### config.mk
export PLATFORM = sky130hd
export DESIGN_NAME = crop_bbox_detect_flat
export DESIGN_NICKNAME = d
export VERILOG_FILES = /design/src/rtl/crop_bbox_detect_if.sv /design/src/rtl/crop_bbox_detect.sv /design/src/flat_wrapper.sv
export SDC_FILE = /design/constraint.sdc
export NUM_CORES = 1
export LEC_CHECK = 0
export BUFFER_PORTS_ARGS = -buffer_cell sky130_fd_sc_hd__buf_2
export CORE_MARGIN = 2
export CORE_UTILIZATION = 60
export CTS_BUF_LIST = sky130_fd_sc_hd__clkbuf_8
export DETAILED_ROUTE_END_ITERATION = 12
export PLACE_DENSITY = 0.8
export SYNTH_ARGS = -nofsm -noshare
export SYNTH_HDL_FRONTEND = slang
export SYNTH_SLANG_ARGS = --single-unit
### constraint.sdc
create_clock -name iCLK -period 12.6 [get_ports iCLK]
set_input_delay 2.52 -clock iCLK [delete_from_list [all_inputs] [get_ports iCLK]]
set_output_delay 2.52 -clock iCLK [all_outputs]
set_load 0.02 [all_outputs]
### src/rtl/crop_bbox_detect_if.sv
// crop_bbox_detect_if: pixel stream in, frame bounding-box result out
interface crop_bbox_detect_if #(parameter int DW = 10);
  logic          iDVAL;
  logic [DW-1:0] iDATA;
  logic          iSOF;
  logic [15:0]   oXSTART;
  logic [15:0]   oXEND;
  logic [15:0]   oYSTART;
  logic [15:0]   oYEND;
  logic [19:0]   oCOUNT;
  logic          oFOUND;
  logic          oVALID;
  modport master (output iDVAL, iDATA, iSOF,
                  input  oXSTART, oXEND, oYSTART, oYEND, oCOUNT, oFOUND, oVALID);
  modport slave  (input  iDVAL, iDATA, iSOF,
                  output oXSTART, oXEND, oYSTART, oYEND, oCOUNT, oFOUND, oVALID);
endinterface

### src/rtl/crop_bbox_detect.sv
// crop_bbox_detect: per-frame bounding box and count of dark pixels in a raster stream
module crop_bbox_detect #(
  parameter int H_ACTIVE = 640,
  parameter int V_ACTIVE = 480,
  parameter int THRESH   = 512,
  parameter int DW       = 10
) (
  input logic               iCLK,
  input logic               iRST,
  crop_bbox_detect_if.slave bus
);
  typedef enum logic {SCAN, PUBLISH} state_t;
  state_t      r_state, w_state_nxt;
  logic [15:0] r_x, r_y, r_xmin, r_xmax, r_ymin, r_ymax;
  logic [19:0] r_cnt;
  logic        r_hit;
  logic [15:0] r_oxs, r_oxe, r_oys, r_oye;
  logic [19:0] r_ocnt;
  logic        r_ofound;
  logic [15:0] w_x, w_y, w_x_n, w_y_n;
  logic [15:0] w_bxmin, w_bxmax, w_bymin, w_bymax;
  logic [15:0] w_fxmin, w_fxmax, w_fymin, w_fymax;
  logic [19:0] w_bcnt, w_fcnt;
  logic        w_bhit, w_fhit, w_obj, w_xlast, w_ylast, w_eof;
  always_ff @(posedge iCLK)
    r_state <= iRST ? SCAN : w_state_nxt;
  always_comb begin
    w_state_nxt = w_eof ? PUBLISH : SCAN;
  end
  // iSOF forces the current beat to be (0,0) of a fresh frame
  always_comb begin
    w_x     = bus.iSOF ? 16'd0 : r_x;
    w_y     = bus.iSOF ? 16'd0 : r_y;
    w_xlast = w_x == 16'(H_ACTIVE - 1);
    w_ylast = w_y == 16'(V_ACTIVE - 1);
    w_obj   = bus.iDVAL && (int'(bus.iDATA) < THRESH);
    w_eof   = bus.iDVAL && w_xlast && w_ylast && !bus.iSOF;
    w_x_n   = bus.iDVAL ? (w_xlast ? 16'd0 : w_x + 16'd1) : w_x;
    w_y_n   = (bus.iDVAL && w_xlast) ? (w_ylast ? 16'd0 : w_y + 16'd1) : w_y;
    w_bxmin = bus.iSOF ? 16'hFFFF : r_xmin;
    w_bxmax = bus.iSOF ? 16'd0 : r_xmax;
    w_bymin = bus.iSOF ? 16'hFFFF : r_ymin;
    w_bymax = bus.iSOF ? 16'd0 : r_ymax;
    w_bcnt  = bus.iSOF ? 20'd0 : r_cnt;
    w_bhit  = bus.iSOF ? 1'b0 : r_hit;
    w_fxmin = (w_obj && w_x < w_bxmin) ? w_x : w_bxmin;
    w_fxmax = (w_obj && w_x > w_bxmax) ? w_x : w_bxmax;
    w_fymin = (w_obj && w_y < w_bymin) ? w_y : w_bymin;
    w_fymax = (w_obj && w_y > w_bymax) ? w_y : w_bymax;
    w_fcnt  = (w_obj && !(&w_bcnt)) ? w_bcnt + 20'd1 : w_bcnt;
    w_fhit  = w_bhit | w_obj;
  end
  // frame-end beat is folded in and published together; trackers restart empty
  always_ff @(posedge iCLK) begin
    if (iRST) begin
      r_x      <= '0;
      r_y      <= '0;
      r_xmin   <= 16'hFFFF;
      r_xmax   <= '0;
      r_ymin   <= 16'hFFFF;
      r_ymax   <= '0;
      r_cnt    <= '0;
      r_hit    <= 1'b0;
      r_oxs    <= '0;
      r_oxe    <= '0;
      r_oys    <= '0;
      r_oye    <= '0;
      r_ocnt   <= '0;
      r_ofound <= 1'b0;
    end else begin
      r_x      <= w_x_n;
      r_y      <= w_y_n;
      r_xmin   <= w_eof ? 16'hFFFF : w_fxmin;
      r_xmax   <= w_eof ? 16'd0 : w_fxmax;
      r_ymin   <= w_eof ? 16'hFFFF : w_fymin;
      r_ymax   <= w_eof ? 16'd0 : w_fymax;
      r_cnt    <= w_eof ? 20'd0 : w_fcnt;
      r_hit    <= w_eof ? 1'b0 : w_fhit;
      if (w_eof) begin
        r_oxs    <= w_fhit ? w_fxmin : 16'd0;
        r_oxe    <= w_fhit ? w_fxmax : 16'd0;
        r_oys    <= w_fhit ? w_fymin : 16'd0;
        r_oye    <= w_fhit ? w_fymax : 16'd0;
        r_ocnt   <= w_fcnt;
        r_ofound <= w_fhit;
      end
    end
  end
  assign bus.oXSTART = r_oxs;
  assign bus.oXEND   = r_oxe;
  assign bus.oYSTART = r_oys;
  assign bus.oYEND   = r_oye;
  assign bus.oCOUNT  = r_ocnt;
  assign bus.oFOUND  = r_ofound;
  assign bus.oVALID  = r_state == PUBLISH;
endmodule
### src/flat_wrapper.sv
// flat-port wrapper written by rule: the top's interface ports become plain ports
module crop_bbox_detect_flat 
#(
  parameter int H_ACTIVE = 640,
  parameter int V_ACTIVE = 480,
  parameter int THRESH   = 512,
  parameter int DW       = 10
)
  (iCLK, iRST, bus_iDVAL, bus_iDATA, bus_iSOF, bus_oXSTART, bus_oXEND, bus_oYSTART, bus_oYEND, bus_oCOUNT, bus_oFOUND, bus_oVALID);
  crop_bbox_detect_if #(.DW(DW)) bus_i ();
  input logic iCLK;
  input logic iRST;
  input wire logic [$bits(bus_i.iDVAL)-1:0] bus_iDVAL;
  input wire logic [$bits(bus_i.iDATA)-1:0] bus_iDATA;
  input wire logic [$bits(bus_i.iSOF)-1:0] bus_iSOF;
  output wire logic [$bits(bus_i.oXSTART)-1:0] bus_oXSTART;
  output wire logic [$bits(bus_i.oXEND)-1:0] bus_oXEND;
  output wire logic [$bits(bus_i.oYSTART)-1:0] bus_oYSTART;
  output wire logic [$bits(bus_i.oYEND)-1:0] bus_oYEND;
  output wire logic [$bits(bus_i.oCOUNT)-1:0] bus_oCOUNT;
  output wire logic [$bits(bus_i.oFOUND)-1:0] bus_oFOUND;
  output wire logic [$bits(bus_i.oVALID)-1:0] bus_oVALID;
  assign bus_i.iDVAL = bus_iDVAL;
  assign bus_i.iDATA = bus_iDATA;
  assign bus_i.iSOF = bus_iSOF;
  assign bus_oXSTART = bus_i.oXSTART;
  assign bus_oXEND = bus_i.oXEND;
  assign bus_oYSTART = bus_i.oYSTART;
  assign bus_oYEND = bus_i.oYEND;
  assign bus_oCOUNT = bus_i.oCOUNT;
  assign bus_oFOUND = bus_i.oFOUND;
  assign bus_oVALID = bus_i.oVALID;
  crop_bbox_detect #(.H_ACTIVE(H_ACTIVE), .V_ACTIVE(V_ACTIVE), .THRESH(THRESH), .DW(DW)) u_core (.iCLK(iCLK), .iRST(iRST), .bus(bus_i));
endmodule
Word level (Yosys, flattened, before mapping)
Cells that the tools add are included.
{ "op_classes": {"n_addsub": 3, "n_lt_le_gt_ge": 5, "n_eq_ne": 2, "n_mux": 22, "bitwise": 1, "reduce_logical": 13} }
{ "op_table": {"columns": ["operator", "count"], "rows": [
  ["two-way mux 16 bit", 18],
  ["two-way mux 20 bit", 2],
  ["adder 16 x 1 -> 16 bit, second input constant", 2],
  ["> comparator 16 bit", 2],
  ["< comparator 16 bit", 2],
  ["adder 20 x 1 -> 20 bit, second input constant", 1],
  ["AND reduction 20 bit", 1],
  ["equality test 16 x 10 -> 1 bit, second input constant", 1],
  ["equality test 16 x 9 -> 1 bit, second input constant", 1],
  ["< comparator 10 bit, second input constant", 1],
  ["logical AND 1 bit", 9],
  ["zero test 1 bit", 2],
  ["two-way mux 1 bit", 2],
  ["OR reduction 2 bit", 1],
  ["OR 1 bit", 1]
]} }
{ "totals": {"regBits": 203, "in_bits": 14, "wordCells": 61} }

Longest topological paths before layout
Gate-level depths: netlist (run 1).
{ "logic_depth": {"depth_word": 6, "ltp_mapped": 16} }

Least setup slack after synthesis (run 1)
No wires, ideal clock.
{ "synth_path": {"path_kind": "in2reg", "start": "in bus_iSOF", "end": "reg u_core.r_xmax[11]", "setup_ps": 87, "arrival_ps": 5695, "slack_ps": 6818, "path_stages": 16, "cell_sequence": "buf_6 > buf_2 > buf_1 > clkbuf_1 > nor2b_1 > inv_1 > ha_1 > a21oi_1 > o21ai_0 > a211oi_1 > a21oi_1 > o311ai_2 > clkbuf_1 > clkbuf_1 > nand3_1 > o31ai_1"} }
{ "synth_via": {"elab_chain_cells": 6} }
{ "synth_lines": {"columns": ["item", "line_no", "source"], "rows": [
  ["start, declared", "flat_wrapper.sv:15", "input wire logic [$bits(bus_i.iSOF)-1:0] bus_iSOF;"],
  ["branches (longest 6 deep; another with > comparator 16 bit)", null, null],
  ["end signal, assigned", "crop_bbox_detect.sv:74", "r_xmax <= w_eof ? 16'd0 : w_fxmax;"],
  ["end, declared", "crop_bbox_detect.sv:14", "logic [15:0] r_x, r_y, r_xmin, r_xmax, r_ymin, r_ymax;"]
]} }
Parallel ways; which one is timed is not known.
A chain may end at the register's enable or synchronous reset.

Final worst setup path (run 1)
{ "layout_path": {"start": "in bus_iSOF", "end": "reg u_core.r_oys[4] (netlist: u_core.bus.oYSTART[4])"} }
{ "layout_via": {"elab_chain_cells": 5} }
{ "layout_lines": {"columns": ["item", "line_no", "source"], "rows": [
  ["two-way mux 16 bit (on tied branches)", "crop_bbox_detect.sv:33, crop_bbox_detect.sv:32, crop_bbox_detect.sv:42", null],
  ["< comparator 16 bit / equality test 16 x 10 -> 1 bit (equally long branches)", "crop_bbox_detect.sv:48, crop_bbox_detect.sv:34", null],
  ["logical AND 1 bit (on tied branches)", "crop_bbox_detect.sv:48, crop_bbox_detect.sv:37", null],
  ["two-way mux 16 bit / logical AND 1 bit (equally long branches)", "crop_bbox_detect.sv:48, crop_bbox_detect.sv:37", null],
  ["two-way mux 16 bit / logical AND 1 bit (equally long branches)", "crop_bbox_detect.sv:82, crop_bbox_detect.sv:37", null],
  ["end signal, assigned", "crop_bbox_detect.sv:82", "r_oys <= w_fhit ? w_fymin : 16'd0;"],
  ["end, declared", "crop_bbox_detect.sv:17", "logic [15:0] r_oxs, r_oxe, r_oys, r_oye;"]
]} }
Parallel ways exist; a longest one is shown, timed or not.

==> results of run 1 <==
cell families after synthesis:
| family | share of synthesized area |
|---|---|
| and+or+nand+nor | 0.2149 |
| DFF | 0.4293 |
| AOI/OAI and AO/OA | 0.1279 |
| buffers and inverters | 0.04904 |
| adders and majority gates | 0.07534 |
| muxes | 0.06000 |
| xor gates and xnor gates | 0.04348 |
cell type report:
| class | count | share of cell area |
|---|---|---|
| Clock buffer | 42 | 0.05393 |
| Clock inverter | 16 | 0.009106 |
| Inverter | 56 | 0.01961 |
| Multi-Input combinational cell | 743 | 0.4652 |
| Sequential cell | 203 | 0.3792 |
| Tap cell | 211 | 0.02463 |
| Timing Repair Buffer | 99 | 0.04833 |
how the worst max path moves through the flow:
stage	start	end	slack, ns
2_1_floorplan	bus_iSOF	u_core.r_xmax[11]	6.82
3_3_place_gp	bus_iSOF	u_core.bus.oYSTART[1]	5.75
3_5_place_dp	bus_iSOF	u_core.bus.oYSTART[1]	5.70
4_1_cts	bus_iSOF	u_core.bus.oYSTART[1]	6.24
5_1_grt	bus_iSOF	u_core.bus.oYSTART[1]	5.99
6_report	bus_iSOF	u_core.bus.oYSTART[4]	6.21
power by group through the flow:
| stage | Clock, mW | Combinational (mW) | Sequential (mW) |
|---|---|---|---|
| final | 0.577 | 0.0503 | 0.651 |
| after floorplan | 0 | 0.0383 | 0.664 |
| after global placement | 0 | 0.0487 | 0.664 |
| after CTS | 0.586 | 0.0502 | 0.651 |
| after detailed placement | 0 | 0.0497 | 0.665 |
| after global routing | 0.617 | 0.0555 | 0.651 |
sequential cells by signal, summed over array words and instances (netlist names):
name,flops
u_core.r_xmin,16
u_core.bus.oXSTART,16
u_core.r_xmax,16
u_core.r_y,16
u_core.r_cnt,20
u_core.r_ymax,16
u_core.r_hit,1
u_core.bus.oXEND,16
u_core.bus.oYSTART,16
u_core.bus.oCOUNT,20
u_core.bus.oYEND,16
u_core.bus.oFOUND,1
u_core.r_x,16
u_core.r_ymin,16
u_core.bus.oVALID,1
cell usage after synthesis, drive strengths merged (16+ instances only):
cell type / number / area share
a211oi: 22 / 0.017
a21oi: 24 / 0.013
a22o: 28 / 0.026
buf: 24 / 0.013
clkbuf: 35 / 0.014
dfxtp: 203 / 0.43
ha: 57 / 0.075
inv: 56 / 0.022
mux2i: 41 / 0.043
nand2: 90 / 0.036
nand2b: 36 / 0.024
nand3: 26 / 0.014
nand4: 23 / 0.015
nor2: 140 / 0.056
nor2b: 37 / 0.024
o21ai: 47 / 0.025
o31ai: 16 / 0.013
xnor2: 36 / 0.033
metal layers:
metal	up-vias	routed length, um	global-route usage
li1	3835	-	-
met1	3616	10090	0.3592
met2	219	10020	0.4173
met3	40	1324	0.05533
met4	0	453	0.08159
met5	-	0	0
metrics by stage:
stage / util / total power, mW / setup slack (ns) / instance area (um2)
6_report: 0.6998 / 1.278 / 6.208 / 10720
5_1_grt: 0.6998 / 1.323 / 5.991 / 10720
4_1_cts: 0.6998 / 1.287 / 6.242 / 10720
3_5_place_dp: 0.6557 / 0.7143 / 5.704 / 10040
3_3_place_gp: 0.6557 / 0.7130 / 5.749 / 10040
2_1_floorplan: - / 0.7022 / 6.818 / 9467
critical path: stages:
cell and delay [ns]:
buf_2 0.08, buf_4 0.68, inv_1 0.10, buf_4 0.33, nand2_1 0.17, inv_1 0.06, ha_1 0.28, and2b_1 0.15
a221o_1 0.32, a41oi_2 0.25, o211ai_2 0.13, a2111oi_4 0.83, buf_4 0.36, mux2i_1 0.36, a22o_1 0.18
==> summary.txt, run 1 <==
Hold Crit Endpoint = u_core.bus.oFOUND
Max rail drop VDD = 0.08566 mV
clock latency at the later pin of the worst-skew pair = 0.52 ns
Async SR Flop Fraction = 0
worst slack on hold paths = 0.4339 ns
global route overflow = 0
level count of the clock H-tree = 2
area grow syn2layout = 13.22%
largest net degree at the start of global routing = 89
wire length of the first global-routing pass = 35820 um
clock buffer depth = 3
maximum fanout along the worst path = 88
GRT Overall Usage = 0.2623
part of the Yosys area used for sequential elements = 0.4293
power per cell area = 119.2 nW/um2
syn avg cell area = 8.922 um2
fraction of power spent switching nets = 0.2295
fin crit period = 6.392 ns
ratio of cells with drive above 1 in the final layout = 0.1519
commonest non-fill, non-tap cell in the layout = dfxtp_1
via count = 7710
remaining antenna violation count = 0
clock transition at the registers of the reported paths = 0.06 ns
Setup Total Neg Slack = 0 ns
Static Leak = 4.616 nW
count of cells resized by post-cts repair = 0
final hold viol count = 0
DP Cell Count = 1312
WP data required = 13.05 ns
Synth Instances = 1061
Synth Net Count = 1132
Clk pwr share = 0.452
die area = 16800 um2
Max Freq = 156.4 MHz
post-synthesis sequential element count = 203
detailed placer's ending HPWL = 14450 um
worst hold path startpoint = u_core.bus.oFOUND
final routed wirelength across all metal layers = 21890 um
antenna fix cells = 0
number of buffers inserted during clock tree synthesis = 34
number of filler cells placed in the layout = 1267
P_int = 984.5 uW
endpoint of the most critical register-to-register path = u_core.bus.oYSTART[4]
number of warning messages in the yosys log = 0
core area = 15310 um2
Setup Crit Path Kind = in -> reg
row cnt = 45
unrepaired setup endpoints after global routing = false
# port buffers = 90
number of antenna violations at the first check in global routing = 0
routability congestion estimate = 0.8985
initial cell density of the core = 0.6181
commonest cells after routing, fill and taps aside = dfxtp_1, nor2_1, nand2_1, buf_2, inv_1
clock tree from TritonCTS = done
synthesized area = 9467 um2
die extent in x = 129.6 um
post-synth cell types = 60
Max transition margin = 0.2238
Clock Sinks = 203
Die Y = 129.6 um
FF-to-FF path depth = 11
number of violations reported at the end of detailed-routing iteration 0 = 622
cell at the root of the clock tree = clkbuf_8
final instance count without filler cells = 1370
sequential share of power = 0.509
status = finished clean
largest clock skew in the final design = 0.02118 ns
Sequential Area = 4064 um2
Multi-input gate area = 4986 um2
final worst-path cycle share = 0.5073
path class of the lowest-slack min-delay path = reg -> reg
count of flip-flops with a built-in enable after synthesis = 0
Post-layout nets = 1208
total of hold buffers inserted after clock tree synthesis = 0
Psw = 293.3 uW
number of max-slew violations in the final report = 0
slew at the pin with the worst max-slew slack = 1.164 ns
CP Data Arrival Time = 6.85 ns
number of global-route vias before repair = 7296
beginning of the worst register-to-register path = u_core.r_y[1]
buffers inserted by post-CTS timing repair = 0
wire length per cell after detailed routing = 15.98 um
endpoint class of the critical path = register
first-pass detailed-route iteration total = 5
Primary FF master, synth = dfxtp_1
Hold Crit Depth = 2
type of element launching the critical path = input port
vias per cell = 5.628
drc violations = 0
Final setup violation count = 0
max-capacitance violation count = 0
combinational cell fraction of total power = 0.039
flop-to-flop setup slack = 8.99 ns
top-level port count = 100
(Power assumes the default switching activity.)
==> run 2, diff against run 1 <==
==> constraint.sdc (replaced) <==
create_clock -name iCLK -period 6.68 [get_ports iCLK]
set_input_delay 1.336 -clock iCLK [delete_from_list [all_inputs] [get_ports iCLK]]
set_output_delay 1.336 -clock iCLK [all_outputs]
set_load 0.02 [all_outputs]
==> run 2 against run 1 <==
Compared with the run above:
- non-clock buffer count is 2 higher
- worst hold slack improved by 0.0084 ns
- global-route usage up 0.20 points
- wire length is 0.42% lower
- power increased by 91%
- sequential power is 89% higher
- first-iteration DRC count down 3.5%
- final cell count is 0.15% higher
- worst setup slack got worse by 4.2 ns
- clock power is 92% higher
- final area is 0.46% higher
==> summary.txt, run 2 (synthesized netlist as in run 1, its figures left out) <==
drc violations = 0
Final setup violation count = 0
Clock Sinks = 203
worst stage delay on the critical path = 0.54 ns
number of buffers inserted during clock tree synthesis = 34
detailed placer's ending HPWL = 14740 um
CP Data Arrival Time = 5.05 ns
number of max-slew violations in the final report = 0
level count of the clock H-tree = 2
row cnt = 45
endpoint class of the critical path = register
clock latency at the later pin of the worst-skew pair = 0.51 ns
# port buffers = 90
slew at the pin with the worst max-slew slack = 1.163 ns
post-detailed-placement cell area = 10070 um2
area grow syn2layout = 13.73%
fin crit period = 4.640 ns
initial cell density of the core = 0.6181
commonest cells after routing, fill and taps aside = dfxtp_1, nor2_1, nand2_1, buf_2, inv_1
via count = 7780
P_int = 1.890 mW
status = finished clean
number of violations reported at the end of detailed-routing iteration 0 = 600
buffering stage count on the worst path with inverters included = 5
Die Y = 129.6 um
area of all placed cells without fillers = 10770 um2
number of filler cells placed in the layout = 1241
Clk pwr share = 0.457
sequential share of power = 0.504
total of hold buffers inserted after clock tree synthesis = 0
combinational cell fraction of total power = 0.040
remaining antenna violation count = 0
Max rail drop VDD = 0.2523 mV
GRT Overall Usage = 0.2643
wire length per cell after detailed routing = 15.89 um
global route overflow = 0
cell at the root of the clock tree = clkbuf_8
clock tree from TritonCTS = done
commonest non-fill, non-tap cell in the layout = dfxtp_1
Static Leak = 4.647 nW
fraction of power spent switching nets = 0.2245
Psw = 547.0 uW
path class of the lowest-slack min-delay path = reg -> reg
maximum fanout along the worst path = 23
final routed wirelength across all metal layers = 21800 um
first-pass detailed-route iteration total = 5
type of element launching the critical path = input port
die extent in x = 129.6 um
clock buffer depth = 3
number of antenna violations at the first check in global routing = 0
wire length of the first global-routing pass = 36250 um
largest net degree at the start of global routing = 90
final hold viol count = 0
Setup Crit Path Kind = in -> reg
antenna fix cells = 0
worst-path cell with the longest stage delay = inv_1
Setup Total Neg Slack = 0 ns
top-level port count = 100
buffers inserted by post-CTS timing repair = 0
largest clock skew in the final design = 0.01940 ns
vias per cell = 5.671
power per cell area = 226.4 nW/um2
Max Freq = 215.5 MHz
clock transition at the registers of the reported paths = 0.06 ns
cell family contributing the most delay on the critical path = buffers and inverters
ratio of cells with drive above 1 in the final layout = 0.1533
unrepaired setup endpoints after global routing = false
routability congestion estimate = 0.8943
WP data required = 7.09 ns
number of global-route vias before repair = 7528
max-capacitance violation count = 0
Post-layout nets = 1210
die area = 16800 um2
Max transition margin = 0.2245
final worst-path cycle share = 0.6945
core area = 15310 um2
crit path cell chain = buf_2 -> inv_1 -> buf_4 -> nand2_1 -> inv_1 -> ha_1 -> a21oi_1 -> o21ai_0 -> a211oi_1 -> a21oi_1 -> o311ai_4 -> buf_4 -> mux2_2 -> o21ai_0
count of cells resized by post-cts repair = 0
-- run 2: changes by cell type in the layout (fill, tap and decap cells not counted) --
| cell | change |
|---|---|
| clkinv_2 | -1 |
| buf_4 | +1 |
| clkinvlp_4 | -2 |
| buf_12 | +1 |
| clkbuf_8 | +3 |
-- run 2: power by group through the flow --
stage / clock network [mW] / logic, mW / registers (mW)
floorplan: 0 / 0.0722 / 1.25
global placement: 0 / 0.0941 / 1.25
detailed placement: 0 / 0.0960 / 1.25
CTS: 1.13 / 0.0970 / 1.23
global route: 1.18 / 0.106 / 1.23
finish: 1.11 / 0.0971 / 1.23
-- run 2: layer usage --
layer	global-route usage	vias to the layer above	routed length (um)
li1	-	3831	-
met1	0.3519	3652	9941
met2	0.4364	258	10140
met3	0.04542	39	1347
met4	0.09045	0	369
met5	0	-	0
-- run 2: layout make-up --
class / instances / area (um2) / share of cell area
sequential: 203 / 4064 / 0.3775
tap: 211 / 264.0 / 0.02452
clock inverter: 13 / 77.57 / 0.007205
clock buffer: 45 / 619.3 / 0.05752
timing repair buffer: 101 / 545.5 / 0.05067
multi-input combinational: 743 / 4986 / 0.4631
inverter: 56 / 210.2 / 0.01952
-- run 2: per-stage QoR --
step	hold slack [ns]	worst slack [ns]	std cells	total power [mW]	utilization
after global routing	0.4694	1.800	1372	2.514	0.7030
after CTS	0.4451	2.095	1372	2.453	0.7030
after detailed placement	0.4355	1.581	1314	1.349	0.6575
after floorplan	0.4551	2.082	1061	1.325	-
after global placement	0.4282	1.638	1314	1.347	0.6575
final	0.4423	2.040	1372	2.437	0.7030
-- run 2: final timing paths --
| kind | start | to | slack (ns) | cells after the start |
|---|---|---|---|---|
| worst min register to register | u_core.bus.oYEND[4] | u_core.bus.oYEND[4] | 0.44 | 2 |
| worst min-delay path | u_core.bus.oYEND[4] | u_core.bus.oYEND[4] | 0.44 | 2 |
| worst max register to register | u_core.r_y[1] | u_core.bus.oYSTART[13] | 3.16 | 11 |
| worst max-delay path | bus_iSOF | u_core.bus.oXEND[9] | 2.04 | 14 |
-- run 2: worst min-delay path, stage by stage, from the launching register on --
cell,delay [ns]
dfxtp_1,0.30
nand2_1,0.05
o21ai_1,0.05
